===== src/rtl/midi_pkg.sv =====
// Shared constants, sequencer state type and the one-hot decoder used by the
// MIDI note transmitter.
package midi_pkg;

  localparam int w_note = 12;

  localparam logic [3:0] NOTE_OFF = 4'h8;
  localparam logic [3:0] NOTE_ON  = 4'h9;

  typedef enum logic [1:0] {
    IDLE,
    OFF_MSG,
    ON_MSG
  } seq_state_e;

  typedef struct packed {
    logic       valid;
    logic [3:0] index;
  } onehot_t;

  // Index of the set bit; valid only when exactly one bit is set.
  function automatic onehot_t onehot_index(input logic [w_note-1:0] v);
    onehot_t r;
    r = '0;
    for (int i = 0; i < w_note; i++) begin
      if (v[i]) r.index = 4'(i);
    end
    r.valid = ($countones(v) == 1);
    return r;
  endfunction

endpackage


===== src/rtl/note_midi_tx_if.sv =====
// Note-input / MIDI-output bundle between the note detector, this block and
// the MIDI OUT pin.
interface note_midi_tx_if;
  import midi_pkg::*;

  logic [w_note-1:0] i_note;
  logic              o_tx;
  logic              o_busy;
  logic [6:0]        o_key;
  logic              o_key_valid;

  modport slave (
    input  i_note,
    output o_tx, o_busy, o_key, o_key_valid
  );

  modport master (
    output i_note,
    input  o_tx, o_busy, o_key, o_key_valid
  );

endinterface


===== src/rtl/uart_tx_byte.sv =====
// 8N1 UART byte transmitter with a valid/ready input; accepts the next byte
// in the last cycle of a stop bit so frames can run back-to-back.
module uart_tx_byte #(
  parameter int divisor = 1600
) (
  input  logic       clk,
  input  logic       rst,
  input  logic       valid_i,
  input  logic [7:0] data_i,
  output logic       ready_o,
  output logic       tx_o
);

  localparam int             CW        = (divisor > 1) ? $clog2(divisor) : 1;
  localparam logic [CW-1:0]  BAUD_LAST = CW'(divisor - 1);

  logic [CW-1:0] baud_q, baud_d;
  logic [3:0]    bit_q, bit_d;
  logic [9:0]    shift_q, shift_d;
  logic          busy_q, busy_d;
  logic          bit_end, frame_end;

  // NOTE: every variable gets a default first, so no path can infer a latch.
  always_comb begin
    baud_d    = baud_q;
    bit_d     = bit_q;
    shift_d   = shift_q;
    busy_d    = busy_q;
    bit_end   = busy_q && (baud_q == BAUD_LAST);
    frame_end = bit_end && (bit_q == 4'd9);
    ready_o   = !busy_q || frame_end;

    if (valid_i && ready_o) begin
      shift_d = {1'b1, data_i, 1'b0};
      baud_d  = '0;
      bit_d   = '0;
      busy_d  = 1'b1;
    end else if (bit_end) begin
      // Shifting in ones leaves the line parked high once the frame ends.
      baud_d  = '0;
      shift_d = {1'b1, shift_q[9:1]};
      bit_d   = frame_end ? 4'd0 : bit_q + 4'd1;
      busy_d  = !frame_end;
    end else if (busy_q) begin
      baud_d = baud_q + CW'(1);
    end
  end

  // NOTE: sequential state uses non-blocking assignments so all flops sample
  // pre-edge values regardless of statement order.
  always_ff @(posedge clk or negedge rst) begin
    if (!rst) begin
      baud_q  <= '0;
      bit_q   <= '0;
      shift_q <= '1;
      busy_q  <= 1'b0;
    end else begin
      baud_q  <= baud_d;
      bit_q   <= bit_d;
      shift_q <= shift_d;
      busy_q  <= busy_d;
    end
  end

  assign tx_o = shift_q[0];

endmodule


===== src/rtl/note_midi_tx.sv =====
// Turns a filtered one-hot pitch-class vector into MIDI Note Off / Note On
// messages, tracking the single key currently sounding.
module note_midi_tx
  import midi_pkg::*;
#(
  parameter int clk_mhz  = 50,
  parameter int baud     = 31250,
  parameter int channel  = 0,
  parameter int base_key = 60,
  parameter int velocity = 100
) (
  input logic           clk,
  input logic           rst,
  note_midi_tx_if.slave bus
);

  localparam int divisor = clk_mhz * 1000000 / baud;

  if (base_key > 116) begin : g_bad_base_key
    $error("note_midi_tx: base_key must be <= 116");
  end
  if (channel < 0 || channel > 15) begin : g_bad_channel
    $error("note_midi_tx: channel must be 0..15");
  end
  if (velocity < 1 || velocity > 127) begin : g_bad_velocity
    $error("note_midi_tx: velocity must be 1..127");
  end
  if (divisor < 1) begin : g_bad_divisor
    $error("note_midi_tx: baud too high for clock");
  end

  localparam logic [3:0] CH  = 4'(channel);
  localparam logic [6:0] KEY = 7'(base_key);
  localparam logic [7:0] VEL = 8'(velocity);

  logic [w_note-1:0] note_q;
  seq_state_e        state_q, state_d;
  logic [1:0]        idx_q, idx_d;
  logic [6:0]        tgt_key_q, tgt_key_d;
  logic              tgt_valid_q, tgt_valid_d;
  logic [6:0]        key_q, key_d;
  logic              key_valid_q, key_valid_d;

  onehot_t    oh;
  logic [6:0] dec_key;
  logic       differ;
  logic       tx_valid, tx_ready, tx_line;
  logic [7:0] tx_data;

  always_comb begin
    oh      = onehot_index(note_q);
    dec_key = KEY + (7'd11 - 7'(oh.index));
    differ  = (oh.valid != key_valid_q) || (oh.valid && (dec_key != key_q));
  end

  always_comb begin
    state_d     = state_q;
    idx_d       = idx_q;
    tgt_key_d   = tgt_key_q;
    tgt_valid_d = tgt_valid_q;
    key_d       = key_q;
    key_valid_d = key_valid_q;
    tx_valid    = 1'b0;
    tx_data     = '0;

    unique case (state_q)
      IDLE: begin
        if (differ) begin
          tgt_key_d   = dec_key;
          tgt_valid_d = oh.valid;
          idx_d       = 2'd0;
          state_d     = key_valid_q ? OFF_MSG : ON_MSG;
        end
      end

      OFF_MSG: begin
        // Slot 3 drains the final frame so busy holds through its stop bit.
        if (idx_q == 2'd3) begin
          if (tx_ready) begin
            state_d = IDLE;
            idx_d   = 2'd0;
          end
        end else begin
          tx_valid = 1'b1;
          case (idx_q)
            2'd0:    tx_data = {NOTE_OFF, CH};
            2'd1:    tx_data = {1'b0, key_q};
            default: tx_data = 8'h00;
          endcase
          if (tx_ready) begin
            if (idx_q == 2'd2) begin
              key_valid_d = 1'b0;
              if (tgt_valid_q) begin
                state_d = ON_MSG;
                idx_d   = 2'd0;
              end else begin
                idx_d = 2'd3;
              end
            end else begin
              idx_d = idx_q + 2'd1;
            end
          end
        end
      end

      ON_MSG: begin
        if (idx_q == 2'd3) begin
          if (tx_ready) begin
            state_d = IDLE;
            idx_d   = 2'd0;
          end
        end else begin
          tx_valid = 1'b1;
          case (idx_q)
            2'd0:    tx_data = {NOTE_ON, CH};
            2'd1:    tx_data = {1'b0, tgt_key_q};
            default: tx_data = VEL;
          endcase
          if (tx_ready) begin
            if (idx_q == 2'd0) begin
              key_d       = tgt_key_q;
              key_valid_d = 1'b1;
            end
            idx_d = (idx_q == 2'd2) ? 2'd3 : idx_q + 2'd1;
          end
        end
      end

      default: begin
        state_d = IDLE;
        idx_d   = 2'd0;
      end
    endcase
  end

  always_ff @(posedge clk or negedge rst) begin
    if (!rst) begin
      note_q      <= '0;
      state_q     <= IDLE;
      idx_q       <= '0;
      tgt_key_q   <= '0;
      tgt_valid_q <= 1'b0;
      key_q       <= '0;
      key_valid_q <= 1'b0;
    end else begin
      note_q      <= bus.i_note;
      state_q     <= state_d;
      idx_q       <= idx_d;
      tgt_key_q   <= tgt_key_d;
      tgt_valid_q <= tgt_valid_d;
      key_q       <= key_d;
      key_valid_q <= key_valid_d;
    end
  end

  uart_tx_byte #(
    .divisor(divisor)
  ) u_uart (
    .clk    (clk),
    .rst    (rst),
    .valid_i(tx_valid),
    .data_i (tx_data),
    .ready_o(tx_ready),
    .tx_o   (tx_line)
  );

  assign bus.o_tx        = tx_line;
  assign bus.o_busy      = (state_q != IDLE);
  assign bus.o_key       = key_q;
  assign bus.o_key_valid = key_valid_q;

endmodule


===== src/flat_wrapper.sv =====
// flat-port wrapper written by rule: the top's interface ports become plain ports
module note_midi_tx_flat import midi_pkg::*;
#(
  parameter int clk_mhz  = 50,
  parameter int baud     = 31250,
  parameter int channel  = 0,
  parameter int base_key = 60,
  parameter int velocity = 100
)
  (clk, rst, bus_i_note, bus_o_tx, bus_o_busy, bus_o_key, bus_o_key_valid);
  note_midi_tx_if bus_i ();
  input logic clk;
  input logic rst;
  input wire logic [$bits(bus_i.i_note)-1:0] bus_i_note;
  output wire logic [$bits(bus_i.o_tx)-1:0] bus_o_tx;
  output wire logic [$bits(bus_i.o_busy)-1:0] bus_o_busy;
  output wire logic [$bits(bus_i.o_key)-1:0] bus_o_key;
  output wire logic [$bits(bus_i.o_key_valid)-1:0] bus_o_key_valid;
  assign bus_i.i_note = bus_i_note;
  assign bus_o_tx = bus_i.o_tx;
  assign bus_o_busy = bus_i.o_busy;
  assign bus_o_key = bus_i.o_key;
  assign bus_o_key_valid = bus_i.o_key_valid;
  note_midi_tx #(.clk_mhz(clk_mhz), .baud(baud), .channel(channel), .base_key(base_key), .velocity(velocity)) u_core (.clk(clk), .rst(rst), .bus(bus_i));
endmodule

===== config.mk =====
export PLATFORM = sky130hd
export DESIGN_NAME = note_midi_tx_flat
export DESIGN_NICKNAME = d
export VERILOG_FILES = /design/src/rtl/midi_pkg.sv /design/src/rtl/note_midi_tx_if.sv /design/src/rtl/uart_tx_byte.sv /design/src/rtl/note_midi_tx.sv /design/src/flat_wrapper.sv
export SDC_FILE = /design/constraint.sdc
export NUM_CORES = 1
export LEC_CHECK = 0
export CORE_ASPECT_RATIO = 0.8
export CORE_MARGIN = 8
export CORE_UTILIZATION = 35
export CTS_BUF_LIST = sky130_fd_sc_hd__clkbuf_2 sky130_fd_sc_hd__clkbuf_4 sky130_fd_sc_hd__clkbuf_8
export DETAILED_ROUTE_END_ITERATION = 8
export DONT_BUFFER_PORTS = 1
export PLACE_DENSITY_LB_ADDON = 0.1
export SKIP_CTS_REPAIR_TIMING = 1
export SLEW_MARGIN = 20
export SYNTH_ARGS = -nofsm -noshare
export SYNTH_HDL_FRONTEND = slang
export SYNTH_HIERARCHICAL = 1
export SYNTH_SLANG_ARGS = --single-unit

===== constraint.sdc =====
create_clock -name clk -period 4.92 [get_ports clk]
set_clock_uncertainty 0.15 [all_clocks]
set_input_delay 0.492 -clock clk [delete_from_list [all_inputs] [get_ports clk]]
set_output_delay 0.492 -clock clk [all_outputs]
set_load 0.01 [all_outputs]

==> out/qor.yml, run 1 <==
drive_above_1_share: 0.171
fin_crit_sh: 0.945
io_buffers: 0
startpoint_type: "register"
io_pins: 24
tns_ns: 0
m1WireLength_um: 3630
met2_length_um: 3060
rsz0062_at_grt: "false"
relSlewSlack: 0.387
cp_common_cell: "fa_1"
ys_seq_elements: 55
grt_pass1_wl_um: 12200
root_buffer: "clkbuf_8"
hp-class: "in2reg"
cts.clk_slew.worst_paths_ns: 0.09
critPathCaptureType: "register"
grt_usage: 0.115
antennaDiodeCount: 0
async_flop_share: 1.00
slew_viol_final: 0
via_per_inst: 5.15
cts_tree: "yes"
clockBufferDepth: 2
yosysUniqueCellTypes: 52
min_from: "bus_i_note[2]"
grt_max_degree: 56
crit_type: "reg2reg"
cts_buffers: 5
synth_edf_count: 0
leakage_nw: 1.60
max_freq_ghz: 0.215
slowest_delay_ns: 0.50
htreeDepth: 2
gr-total-overflow: 0
start_util: 0.355
core_area_um2: 9530
drt_wl_total_um: 7030
route.vias.total: 2298
vdd_drop_max_uv: 130
synth_nets: 366
outcome: "completed"
syn_area_per_cell_um2: 10.4
synthDominantCellAreaShare: 0.341
path_buf_inv: 4
yosys-top-cells-area: "dfrtp_1, ha_1, dfstp_2, mux2_4, mux2_2"
critPathMaxFanout: 5
dpl.hpwl_um: 5150
top_layer_used: "met4"
worstSkewPairLatency_ns: 0.30
total_power_mw: 1.52
cts_sinks: 55
r2r_slack_ns: 0.27
drtAntennaViolNets: 0
place_congestion: 0.756
path_cells: "fa_1 -> fa_1 -> inv_1 -> fa_1 -> fa_1 -> inv_1 -> ha_1 -> inv_1 -> fa_1 -> nor2b_1 -> a31o_2 -> and4_2 -> o211ai_1 -> o221a_1 -> buf_4 -> mux2_4"
die_h_um: 104
n_fill_cell: 943
cp.arrival_ns: 4.70
min_period_ns: 4.65
worst-path-stages: 16
dp.cells: 438
critical-path-slowest-cell: "fa_1"
die_w_um: 126
synthesis.instances: 326
dominantRegCellSynth: "dfrtp_1"
synthesis.area_um2: 3380
report.final.hold_viol_count: 0
worstSetupStartpoint: "u_core/note_q[5]$_DFF_PN0_"
final_nets: 368
ys_seq_area_frac: 0.411
drc: 0
worstPathRequired_ns: 4.97
wl_met3_um: 290
cp_top_family: "adder cells"
wl_per_cell_um: 15.8
antenna_found_initial: 0
setup_viol_count_final: 0
instances_no_fill: 446
cap_violations: 0
hold_depth: 0
area_growth_pct: 6.63
worstRegToRegCells: 16
max_slew.worst_pin.slew_ns: 0.911
drt_iter0_markers: 87
rows: 32
synth_top_area_cell: "dfrtp_1"
synth.top_cells.by_count: "dfrtp_1, nor2_1, inv_1"
grt_pass1_vias: 2293
yosysWarnings: 6
r2r_start: "u_core/note_q[5]$_DFF_PN0_"
firstDrtPassIters: 4
pwr_density_cell_nw_per_um2: 422
synth_most_common_cell: "dfrtp_1"
dieArea_um2: 13100
-- power by group --
group | internal, mW | total, mW | switching, mW
combinational | 0.278 | 0.604 | 0.326
clock | 0.101 | 0.237 | 0.136
sequential | 0.553 | 0.680 | 0.126
-- through the flow --
stage	hold WS, ns	utilization	worst slack [ns]	cell area (um^2)
floorplan	0.0464	-	0.423	3380
global placement	0.0481	0.366	0.302	3490
detailed placement	0.0481	0.366	0.248	3490
CTS	-0.302	0.374	0.254	3570
global route	0.0282	0.378	0.0190	3600
finish	0.0564	0.378	0.268	3600
-- logic make-up after synthesis --
family | share of synthesized area
buf+inv | 0.0548
fa+ha+maj | 0.112
compound gates | 0.113
mux | 0.119
simple gates | 0.157
flops | 0.411
xor+xnor | 0.0337
-- cell usage in the layout, fill, tap and decap left out, types with 5 or more instances in the layout --
cell,n
fa_1,7
nor2_1,34
mux2_2,14
clkbuf_8,5
nand3_1,7
ha_1,19
mux2i_1,5
nor4_1,7
a21oi_1,8
xnor2_1,10
dfrtp_1,46
inv_1,33
nand2b_1,6
dfstp_2,9
o21ai_0,10
nand2_1,23
mux2_4,13
nor2b_1,7
-- final cells by class --
type	instances	area, um^2	share of cell area
multi-input cells	228	1810	0.501
flip-flops and latches	55	1390	0.385
well taps	119	149	0.0413
inverters	33	124	0.0344
clock buffers	6	76.3	0.0212
repair buffers	5	60.1	0.0167
-- flip-flops by register name (all words and copies together), names as in the netlist --
name / cells
u_core/u_uart/shift_q: 9
u_core/note_q: 12
u_core/u_uart/bit_q: 4
u_core/bus.o_key: 6
u_core/state_q: 2
u_core/u_uart/baud_q: 11
u_core/idx_q: 2
u_core/tgt_valid_q: 1
u_core/bus.o_key_valid: 1
u_core/tgt_key_q: 6
u_core/u_uart/busy_q: 1
-- per-layer routing --
| metal | up-vias | track usage |
|---|---|---|
| met2 | 29 | 0.169 |
| met5 | - | 0 |
| li1 | 1138 | - |
| met4 | 0 | 0.0283 |
| met1 | 1127 | 0.166 |
| met3 | 4 | 0.0272 |
-- worst paths after layout --
kind                                                         to
max in group asynchronous  u_core/u_uart/shift_q[8]$_DFFE_PN1P_
max reg2reg                     u_core/tgt_key_q[2]$_DFFE_PN0P_
min                                  u_core/note_q[2]$_DFF_PN0_
min reg2reg                 u_core/u_uart/baud_q[0]$_DFFE_PN0P_
max                             u_core/tgt_key_q[2]$_DFFE_PN0P_
min in group asynchronous       u_core/bus.o_key[0]$_DFFE_PN0P_
(Power assumes the default switching activity.)
==> inputs of run 2 (changes only) <==
--- a/config.mk
+++ b/config.mk
@@ -5,6 +5,8 @@
 export SDC_FILE = /design/constraint.sdc
 export NUM_CORES = 1
 export LEC_CHECK = 0
+export ABC_AREA = 1
+export ABC_CLOCK_PERIOD_IN_PS = 4920
 export CORE_ASPECT_RATIO = 0.8
 export CORE_MARGIN = 8
 export CORE_UTILIZATION = 35
==> run 2 against run 1 <==
- utilization rose by 0.14 points
- clock-buffer cell count did not move
- final area rose by 6.1%
- sequential cell count did not move
- total power rose by 16%
- final cell count rose by 32%
- sequential power rose by 4.7%
- critical path depth rose by 6
- critical endpoint is now u_core/tgt_key_q[1]$_DFFE_PN0P_
==> out/qor.yml, run 2 <==
outcome: "completed"
synth_most_common_cell: "nand2_1"
synth_edf_count: 0  # unchanged
critPathMaxFanout: 13  # +8
clockBufferDepth: 2  # unchanged
io_buffers: 0  # unchanged
final_nets: 486  # +32%
relSlewSlack: 0.439  # +0.0521
r2r_start: "u_core/note_q[5]$_DFF_PN0_"
cp.arrival_ns: 4.67  # -0.03 ns
tns_ns: 0  # unchanged
drt_iter0_markers: 153  # +76%
cts_tree: "yes"
drtAntennaViolNets: 0  # unchanged
grt_pass1_vias: 2615  # +14%
dpl.hpwl_um: 5970  # +16%
synth_compound_area_frac: 0.0973  # -0.0160
yosys-top-cells-area: "dfrtp_1, nand2_1, inv_1, ha_1, dfstp_2"
startpoint_type: "register"
root_buffer: "clkbuf_8"
fin_util: 0.380  # +0.00138
yosysWarnings: 6  # unchanged
worstSkewPairLatency_ns: 0.31  # about the same
synth_top_area_cell: "dfrtp_1"
antennaDiodeCount: 0  # unchanged
drt_wl_total_um: 7690  # +9.5%
via_per_inst: 4.57  # -11%
drive_above_1_share: 0.132  # -0.0393
synthDominantCellAreaShare: 0.323  # -0.0175
start_util: 0.354  # -0.00107
grt_pass1_wl_um: 13500  # +11%
largest_register: "u_core/note_q"
timing.critical_path.to: "u_core/tgt_key_q[1]$_DFFE_PN0P_"
reg2reg_to: "u_core/tgt_key_q[1]$_DFFE_PN0P_"
rows: 33  # +3.1%
ys_seq_area_frac: 0.390  # -0.0211
synthesis.instances: 445  # +37%
firstDrtPassIters: 5  # +1
vdd_drop_max_uv: 250  # +92%
worstRegToRegCells: 22  # +6
layout_common_cells: "nand2_1, inv_1, dfrtp_1"
whs_ns: 0.0527  # -0.00371 ns
largest_reg_flops: 12  # unchanged
cap_violations: 0  # unchanged
top_regs: "u_core/note_q (12), u_core/u_uart/baud_q (11), u_core/u_uart/shift_q (9)"
syn_area_per_cell_um2: 8.00  # -23%
io_pins: 24  # unchanged
r2r_slack_ns: 0.29  # +0.03 ns
htreeDepth: 2  # unchanged
slew_viol_final: 0  # unchanged
synth_nets: 485  # +33%
cts_sinks: 55  # unchanged
switchingPower_uw: 773  # +31%
ff_latch_area_um2: 1390  # unchanged
n_fill_cell: 1075  # +14%
gr-total-overflow: 0  # unchanged
pwr_density_cell_nw_per_um2: 463  # +9.7%
max_freq_ghz: 0.216  # +0.56%
sw_frac_of_total: 0.437  # +0.0500
place_congestion: 0.798  # +5.5%
die_w_um: 129  # +2.3%
synthAdderAreaFrac: 0.106  # -0.00573
leakage_nw: 1.84  # +15%
worstPathRequired_ns: 4.96  # about the same
synth_top_family_by_area: "simple AND/OR/NAND/NOR gates"
setup_viol_count_final: 0  # unchanged
p_comb_frac: 0.419  # +0.022
cts_buffers: 5  # unchanged
grt_usage: 0.123  # +0.00761
hp-class: "in2reg"
dieArea_um2: 13700  # +4.6%
synthMuxAreaShare: 0  # -0.119
crit_type: "reg2reg"
grt_max_degree: 56  # unchanged
worstSetupStartpoint: "u_core/note_q[5]$_DFF_PN0_"
fin_crit_sh: 0.940  # -0.00526
core_area_um2: 10100  # +5.7%
dominantRegCellSynth: "dfrtp_1"
async_flop_share: 1.00  # unchanged
min_period_ns: 4.63  # -0.0259 ns
synth.top_cells.by_count: "nand2_1, inv_1, dfrtp_1"
route.vias.total: 2685  # +17%
internal_power_uw: 997  # +6.9%
ys_seq_elements: 55  # unchanged
die_h_um: 106  # +2.3%
area_growth_pct: 7.34
yosysUniqueCellTypes: 37  # -29%
max_slew.worst_pin.slew_ns: 0.838  # -0.0728 ns
synth-xor-area-share: 0.0148  # -0.0189
p_seq_frac: 0.402  # -0.045
report.final.hold_viol_count: 0  # unchanged
layout_commonest_cell: "nand2_1"
antenna_found_initial: 0  # unchanged
multi_input_area_um2: 1810  # +0.35%
cts.clk_slew.worst_paths_ns: 0.10  # about the same
clock_power_share: 0.179  # +0.023
synth-simple-area-share: 0.291  # +0.134
rsz0062_at_grt: "false"
total_power_mw: 1.77  # +16%
drc: 0  # unchanged
critPathCaptureType: "register"
wl_per_cell_um: 13.1  # -17%
synthesis.area_um2: 3560  # +5.4%
-- run 2: how the worst min path moves through the flow --
stage | cells past startpoint | start | end | slack (ns)
floorplan | 0 | rst | u_core/bus.o_key[0]$_DFFE_PN0P_ | 0.05
global route | 0 | bus_i_note[10] | u_core/note_q[10]$_DFF_PN0_ | 0.02
global placement | 0 | rst | u_core/note_q[3]$_DFF_PN0_ | 0.05
detailed placement | 0 | rst | u_core/note_q[3]$_DFF_PN0_ | 0.05
CTS | 0 | rst | u_core/u_uart/baud_q[4]$_DFFE_PN0P_ | -0.31
finish | 0 | bus_i_note[10] | u_core/note_q[10]$_DFF_PN0_ | 0.05
-- run 2: cell type report --
class                           instances  area share
Multi-Input combinational cell        304       0.474
Sequential cell                        55       0.363
Inverter                               78      0.0766
Tap cell                              140      0.0458
Clock buffer                            6      0.0216
Timing Repair Buffer                    2     0.00982
Clock inverter                          2     0.00916
-- run 2: cells by family (layout without fill, tap and decap cells) --
kind of cell | count (synthesis) | count (layout)
fa+ha+maj | 26 | 26
flops | 55 | 55
xor+xnor | 6 | 6
buf+inv | 86 | 88
simple gates | 215 | 215
compound gates | 57 | 57
-- run 2: per-stage QoR --
stage	instance area, um^2	worst slack, ns	cells
global placement	3670	0.336	577
floorplan	3560	0.540	445
CTS	3790	0.272	585
global route	3820	0.00725	587
detailed placement	3670	0.292	577
finish	3820	0.294	587
-- run 2: critical path, cell delays in order, from the launching register on --
cell     delay (ns)
dfrtp_1        0.42
fa_1           0.51
fa_1           0.50
inv_1          0.05
fa_1           0.49
fa_1           0.41
inv_1          0.07
ha_1           0.16
inv_1          0.06
fa_1           0.47
nand2_1        0.05
nor2_1         0.08
o21ai_0        0.12
nor2_1         0.16
nand3_1        0.10
nor2_1         0.11
nand2_1        0.06
nor2_2         0.12
nand3_2        0.10
nand2_4        0.09
nor2_4         0.09
nand2_1        0.10
o21ai_2        0.05
-- run 2: power by group through the flow --
stage	sequential [mW]	clock, mW	combinational (mW)
detailed placement	0.723	0	0.732
global route	0.733	0.348	0.864
finish	0.712	0.316	0.743
global placement	0.724	0	0.740
floorplan	0.682	0	0.619
CTS	0.714	0.334	0.737
-- run 2: per-layer routing --
| layer | global-route usage | routed length (um) | up-vias |
|---|---|---|---|
| li1 | - | - | 1405 |
| met1 | 0.188 | 4390 | 1242 |
| met2 | 0.167 | 3020 | 33 |
| met3 | 0.0275 | 215 | 5 |
| met4 | 0.0301 | 73 | 0 |
| met5 | 0 | 0 | - |
